<file path="config.mk">
export PLATFORM = sky130hd
export DESIGN_NAME = r2sdf_stage_fx_flat
export DESIGN_NICKNAME = d
export VERILOG_FILES = /design/src/rtl/r2sdf_stage_fx_if.sv /design/src/rtl/r2sdf_stage_fx.sv /design/src/flat_wrapper.sv
export SDC_FILE = /design/constraint.sdc
export NUM_CORES = 2
export LEC_CHECK = 0
export ABC_AREA = 1
export CAP_MARGIN = 30
export CORE_MARGIN = 2
export CORE_UTILIZATION = 60
export CTS_CLUSTER_SIZE = 8
export DETAILED_ROUTE_END_ITERATION = 8
export DONT_BUFFER_PORTS = 1
export PLACE_DENSITY = 0.88
export SLEW_MARGIN = 20
export SYNTH_ARGS = -nofsm -noshare
export SYNTH_HDL_FRONTEND = slang
export SYNTH_SLANG_ARGS = --single-unit
</file>
<file path="constraint.sdc">
create_clock -name clk -period 13.95 [get_ports clk]
set_clock_uncertainty 0.15 [all_clocks]
set_input_delay 2.0925 -clock clk [delete_from_list [all_inputs] [get_ports clk]]
set_output_delay 2.0925 -clock clk [all_outputs]
set_load 0.005 [all_outputs]
</file>
<file path="src/rtl/r2sdf_stage_fx_if.sv">
// Stream + shared-twiddle-ROM bundle for one R2SDF stage.
// The master modport is the upstream producer/ROM owner; the slave is the stage itself.
interface r2sdf_stage_fx_if #(
  parameter int W    = 16,
  parameter int TW_W = 16,
  parameter int TA_W = 2
);
  logic                   in_valid;
  logic signed [W-1:0]    in_re;
  logic signed [W-1:0]    in_im;
  logic                   inverse;
  logic [TA_W-1:0]        tw_addr;
  logic signed [TW_W-1:0] tw_re;
  logic signed [TW_W-1:0] tw_im;
  logic                   out_valid;
  logic signed [W-1:0]    out_re;
  logic signed [W-1:0]    out_im;

  modport master (
    output in_valid, in_re, in_im, inverse, tw_re, tw_im,
    input  tw_addr, out_valid, out_re, out_im
  );

  modport slave (
    input  in_valid, in_re, in_im, inverse, tw_re, tw_im,
    output tw_addr, out_valid, out_re, out_im
  );
endinterface

</file>
<file path="src/rtl/r2sdf_stage_fx.sv">
// Fixed-point radix-2 single-path delay-feedback FFT stage with rounding,
// saturation, optional 1/2 scaling, conjugate-twiddle inverse mode and external ROM.
module r2sdf_stage_fx #(
  parameter int LOG_N = 3,
  parameter int STAGE = 1,
  parameter int W     = 16,
  parameter int TW_W  = 16,
  parameter int SCALE = 1
) (
  input logic            clk,
  input logic            rst,
  r2sdf_stage_fx_if.slave s
);
  localparam int DEPTH = 1 << (LOG_N - STAGE);
  localparam int CW    = LOG_N - STAGE + 1;
  localparam int TA_W  = (LOG_N > 1) ? LOG_N - 1 : 1;
  localparam int PW    = W + TW_W + 1;

  localparam logic signed [W-1:0]    D_MAX  = {1'b0, {(W-1){1'b1}}};
  localparam logic signed [W-1:0]    D_MIN  = {1'b1, {(W-1){1'b0}}};
  localparam logic signed [TW_W-1:0] TW_MAX = {1'b0, {(TW_W-1){1'b1}}};
  localparam logic signed [TW_W-1:0] TW_MIN = {1'b1, {(TW_W-1){1'b0}}};
  localparam logic signed [PW-1:0]   RND    = PW'(1) <<< (TW_W - 3);

  logic [CW-1:0]           cnt_q, cnt_d;
  logic                    primed_q, primed_d;
  logic [DEPTH-1:0][W-1:0] dl_re_q, dl_re_d, dl_im_q, dl_im_d;
  logic                    out_valid_q, out_valid_d;
  logic signed [W-1:0]     out_re_q, out_re_d, out_im_q, out_im_d;
  logic                    phase;

  assign phase = cnt_q[CW-1];

  // Twiddle address depends only on the frame counter, so it moves only on a cnt wrap.
  generate
    if (STAGE > 1) begin : g_frame
      logic [STAGE-2:0] f_q;
      logic [STAGE-2:0] f_rev;
      always_ff @(posedge clk) begin
        if (rst)                        f_q <= '0;
        else if (s.in_valid && &cnt_q)  f_q <= f_q + (STAGE-1)'(1);
      end
      always_comb begin
        f_rev = '0;
        for (int i = 0; i < STAGE-1; i++) f_rev[i] = f_q[STAGE-2-i];
      end
      assign s.tw_addr = TA_W'(f_rev) << (LOG_N - STAGE);
    end else begin : g_noframe
      assign s.tw_addr = TA_W'(0);
    end
  endgenerate

  function automatic logic signed [W-1:0] sat_p(input logic signed [PW-1:0] v);
    if (!v[PW-1] && |v[PW-2:W-1])  return D_MAX;
    if (v[PW-1] && !(&v[PW-2:W-1])) return D_MIN;
    return v[W-1:0];
  endfunction

  function automatic logic signed [W-1:0] fit(input logic signed [W:0] v);
    if (SCALE != 0)     return v[W:1];
    if (v[W] != v[W-1]) return v[W] ? D_MIN : D_MAX;
    return v[W-1:0];
  endfunction

  logic signed [TW_W-1:0] tw_im_c;
  logic signed [PW-1:0]   a_re, a_im, c_re, c_im, p_re_f, p_im_f, p_re_r, p_im_r;
  logic signed [W-1:0]    p_re, p_im, head_re, head_im;
  logic signed [W:0]      sum_re, sum_im, dif_re, dif_im;

  always_comb begin
    tw_im_c = s.tw_im;
    if (s.inverse) tw_im_c = (s.tw_im == TW_MIN) ? TW_MAX : -s.tw_im;
    a_re    = PW'(s.in_re);
    a_im    = PW'(s.in_im);
    c_re    = PW'(s.tw_re);
    c_im    = PW'(tw_im_c);
    p_re_f  = a_re * c_re - a_im * c_im;
    p_im_f  = a_re * c_im + a_im * c_re;
    // Round half up before dropping the Q1.(TW_W-2) fraction bits.
    p_re_r  = (p_re_f + RND) >>> (TW_W - 2);
    p_im_r  = (p_im_f + RND) >>> (TW_W - 2);
    p_re    = sat_p(p_re_r);
    p_im    = sat_p(p_im_r);
    head_re = $signed(dl_re_q[DEPTH-1]);
    head_im = $signed(dl_im_q[DEPTH-1]);
    sum_re  = (W+1)'(head_re) + (W+1)'(p_re);
    sum_im  = (W+1)'(head_im) + (W+1)'(p_im);
    dif_re  = (W+1)'(head_re) - (W+1)'(p_re);
    dif_im  = (W+1)'(head_im) - (W+1)'(p_im);
  end

  always_comb begin
    cnt_d       = cnt_q;
    primed_d    = primed_q;
    dl_re_d     = dl_re_q;
    dl_im_d     = dl_im_q;
    out_valid_d = 1'b0;
    out_re_d    = out_re_q;
    out_im_d    = out_im_q;
    if (s.in_valid) begin
      cnt_d       = cnt_q + CW'(1);
      primed_d    = primed_q | (cnt_q == CW'(DEPTH - 1));
      out_valid_d = primed_q;
      for (int i = DEPTH-1; i > 0; i--) begin
        dl_re_d[i] = dl_re_q[i-1];
        dl_im_d[i] = dl_im_q[i-1];
      end
      if (phase) begin
        out_re_d   = fit(sum_re);
        out_im_d   = fit(sum_im);
        dl_re_d[0] = fit(dif_re);
        dl_im_d[0] = fit(dif_im);
      end else begin
        out_re_d   = head_re;
        out_im_d   = head_im;
        dl_re_d[0] = s.in_re;
        dl_im_d[0] = s.in_im;
      end
    end
  end

  always_ff @(posedge clk) begin
    if (rst) begin
      cnt_q       <= '0;
      primed_q    <= 1'b0;
      dl_re_q     <= '0;
      dl_im_q     <= '0;
      out_valid_q <= 1'b0;
      out_re_q    <= '0;
      out_im_q    <= '0;
    end else begin
      cnt_q       <= cnt_d;
      primed_q    <= primed_d;
      dl_re_q     <= dl_re_d;
      dl_im_q     <= dl_im_d;
      out_valid_q <= out_valid_d;
      out_re_q    <= out_re_d;
      out_im_q    <= out_im_d;
    end
  end

  assign s.out_valid = out_valid_q;
  assign s.out_re    = out_re_q;
  assign s.out_im    = out_im_q;
endmodule
</file>
<file path="src/flat_wrapper.sv">
// flat-port wrapper written by rule: the top's interface ports become plain ports
module r2sdf_stage_fx_flat 
#(
  parameter int LOG_N = 3,
  parameter int STAGE = 1,
  parameter int W     = 16,
  parameter int TW_W  = 16,
  parameter int SCALE = 1
)
  (clk, rst, s_in_valid, s_in_re, s_in_im, s_inverse, s_tw_re, s_tw_im, s_tw_addr, s_out_valid, s_out_re, s_out_im);
  r2sdf_stage_fx_if #(.W(W), .TW_W(TW_W)) s_i ();
  input logic clk;
  input logic rst;
  input wire logic [$bits(s_i.in_valid)-1:0] s_in_valid;
  input wire logic [$bits(s_i.in_re)-1:0] s_in_re;
  input wire logic [$bits(s_i.in_im)-1:0] s_in_im;
  input wire logic [$bits(s_i.inverse)-1:0] s_inverse;
  input wire logic [$bits(s_i.tw_re)-1:0] s_tw_re;
  input wire logic [$bits(s_i.tw_im)-1:0] s_tw_im;
  output wire logic [$bits(s_i.tw_addr)-1:0] s_tw_addr;
  output wire logic [$bits(s_i.out_valid)-1:0] s_out_valid;
  output wire logic [$bits(s_i.out_re)-1:0] s_out_re;
  output wire logic [$bits(s_i.out_im)-1:0] s_out_im;
  assign s_i.in_valid = s_in_valid;
  assign s_i.in_re = s_in_re;
  assign s_i.in_im = s_in_im;
  assign s_i.inverse = s_inverse;
  assign s_i.tw_re = s_tw_re;
  assign s_i.tw_im = s_tw_im;
  assign s_tw_addr = s_i.tw_addr;
  assign s_out_valid = s_i.out_valid;
  assign s_out_re = s_i.out_re;
  assign s_out_im = s_i.out_im;
  r2sdf_stage_fx #(.LOG_N(LOG_N), .STAGE(STAGE), .W(W), .TW_W(TW_W), .SCALE(SCALE)) u_core (.clk(clk), .rst(rst), .s(s_i));
endmodule
</file>
==> metrics.csv <==
stage;metric;value;unit
synth;synth_compound_area_share;8.01;%
synth;synth_area_leaders;fa_1 41%, ha_1 12%, inv_1 12%;
clock_tree;clock_latency;0.44;ns
synth;avgSynthCellArea;7.84;sq um
final_layout;regArea;3300;sq um
critical_path;rr_worst_depth;21;
synth;yosysTopAreaCell;fa_1;
hold_path;holdPathStages;2;
critical_path;cp_data_arrival_time;13.61;ns
critical_path;path_class;input pin to flop;
synth;synthXorXnorAreaFrac;3.53;%
critical_path;reg2reg_setup_slack;10.60;ns
critical_path;cp.buffers_inverters;13;
placed_design;dpl.cell_count;7589;
clock_tree;clk_pin_slew_worst_paths;0.07;ns
critical_path;path_max_fanout;8;
final_layout;nets;8104;
clock_tree;tritoncts;built;
detailed_routing;dr.pass1.iters;6;
hold_path;min_from;u_core.primed_q;
placed_design;dp_hpwl;122000;um
synth;synth.most_common_cell;inv_1;
timing;min_period_over_period;95.9;%
clock_tree;cts_root_buf;clkbuf_16;
synth;synth.area.mux_share;0;%
detailed_routing;drtIter0Drc;3638;
die;fp.dieH;298;um
timing;finalMaxSlewViolations;0;
detailed_routing;post_drt_wl_per_cell;20.0;um
detailed_routing;drc;0;
critical_path;crit_required;14.18;ns
clock_tree;clock_sinks;165;
placed_design;gp_congestion;1.07;
synth;synth_top_family_by_area;adder cells;
global_route;grt_antenna_before_repair;1;
critical_path;critPathLaunchType;input pin;
final_layout;final_cells;7627;
global_route;grt_overflow;0;
global_route;grt_pass1_vias;46800;
hold_path;worstHoldEndpoint;u_core.s.out_valid;
clock_tree;clk_path_buf_depth;2;
global_route;grt_usage;35.4;%
detailed_routing;ant_nets;0;
die;die_area;88800;sq um
synth;syn_area;51800;sq um
detailed_routing;route.vias.total;43600;
final_layout;multiInputGateArea;41700;sq um
final_layout;area_growth;4.03;%
synth;synthCells;6616;
critical_path;slowest_delay;0.51;ns
die;fp.dieW;298;um
timing;slew_headroom;39.9;%
critical_path;slowest_stage;fa_1;
synth;synth_edf_count;0;
clock_tree;cts_buffers;17;
critical_path;cp-end-kind;flop;
detailed_routing;via_per_inst;5.72;
timing;worstMarginPinSlew;0.894;ns
hold_path;min_path_type;flop to flop;
detailed_routing;routed_wl;153000;um
placed_design;port_buffers;0;
die;core-area;85400;sq um
synth;synthSimpleGateAreaFrac;15.2;%
run;maxCapViolations;0;
timing;post-route-min-period;13.38;ns
global_route;grt_max_degree;128;
global_route;grt_first_pass_wirelength;246000;um
die;ioPinCount;103;
timing;setup_violations;0;
critical_path;timing.rr.start;u_core.head_im[0];
synth;yosys_warnings;0;
final_layout;drive_above_1_share;3.78;%
synth;synthFlopType;dfxtp_1;
synth;synth_top_area_share;40.6;%
status;outcome;completed;
timing;hold_violations;0;
critical_path;cp_top_family;adder cells;
synth;synth.distinct_cells;53;
synth;async_flop_share;0;%
final_layout;fillers;7117;
synth;synth_seq_area_share;6.37;%
die;floorplan.initialDensity;60.7;%
clock_tree;h-tree-depth;4;
critical_path;r2r-end;u_core.s.out_im[15];
synth;netlist_top_cells_count;1626 x inv_1, 1266 x nand2_1, 1052 x fa_1;
synth;synth_seq_cells;165;
die;rows;107;
timing;fmax;74.7;MHz
synth;synth_fa_ha_area_share;53.0;%
==> metrics by stage <==
step / cell area, sq um / hold WS [ns] / setup slack, ns / util, % / setup TNS [ns]
4_1_cts: 53600 / 0.301 / 0.0166 / 62.8 / 0
3_5_place_dp: 53000 / 0.288 / -0.286 / 62.1 / -1.87
2_1_floorplan: 51900 / 0.265 / 0.450 / - / 0
3_3_place_gp: 53000 / 0.278 / 0.0822 / 62.1 / 0
6_report: 53900 / 0.297 / 0.566 / 63.1 / 0
5_1_grt: 53900 / 0.325 / -0.190 / 63.1 / -0.625
==> what timing repair did <==
| item | 4_1_cts | 5_1_grt |
|---|---|---|
| setup buffers | 0 | 4 |
| resized for setup | 0 | 78 |
| hold buffers | 0 | 0 |
| setup endpoints to repair | 0 | 29 |
==> tightest hold or removal path, stage by stage, from the launching register on <==
cell and delay (ns):
dfxtp_1 0.30, inv_1 0.06, nor3_1 0.05
==> kinds of logic after synthesis <==
| kind of cell | after synthesis |
|---|---|
| other | 1 |
| XOR/XNOR | 208 |
| buffers and inverters | 1906 |
| flip-flops | 165 |
| AO/OA/AOI/OAI | 767 |
| adder cells (fa/ha/maj) | 1567 |
| AND/OR/NAND/NOR | 2002 |
==> worst max path at each step <==
stage / startpoint / endpoint / slack, ns / cells after the start
final: s_tw_im[0] / u_core.s.out_im[15] / 0.57 / 71
after global routing: s_tw_im[0] / u_core.s.out_re[15] / -0.19 / 66
after CTS: s_tw_im[0] / u_core.s.out_im[15] / 0.02 / 74
after detailed placement: s_tw_im[0] / u_core.dl_im_q[13] / -0.29 / 72
after global placement: s_tw_im[0] / u_core.s.out_im[15] / 0.08 / 70
after floorplan: s_tw_im[0] / u_core.s.out_re[15] / 0.45 / 73
==> layer usage <==
layer,routed length [um],GRT usage (%)
met5,28,0
met4,12200,22.8
met3,15700,8.07
met2,70600,57.6
met1,54200,42.3
==> flip-flops by register name, indices dropped and copies added, names as in the netlist <==
| register | cells |
|---|---|
| u_core.primed_q | 1 |
| u_core.cnt_q | 3 |
| u_core.s.out_re | 16 |
| u_core.dl_re_q | 48 |
| u_core.s.out_valid | 1 |
| u_core.s.out_im | 16 |
| u_core.head_re | 16 |
| u_core.head_im | 16 |
| u_core.dl_im_q | 48 |
==> placed cells by master, fill, tap and decap left out, types with 28 or more instances in the layout <==
cell type / Yosys / routed
inv_1: 1626 / 1621
nand2_1: 1266 / 1265
fa_1: 1052 / 1052
nor2_1: 548 / 542
ha_1: 515 / 513
a21oi_1: 391 / 377
o21ai_0: 235 / 226
dfxtp_1: 165 / 164
xor2_1: 118 / 117
buf_4: 2 / 91
xnor2_1: 89 / 88
nand3_1: 83 / 83
nand2_2: 27 / 28
==> cell type report <==
type	instances	area share, %
Inverter	1640	11.4
Tap cell	1144	2.65
Timing Repair Buffer	99	1.51
Antenna cell	1	0.00464
Multi-Input combinational cell	4546	77.2
Clock buffer	21	0.835
Clock inverter	11	0.216
Sequential cell	165	6.13
Power is left out: the tool's default activity adds up to more than one toggle a clock period on the data nets, which glitch-free logic cannot reach.
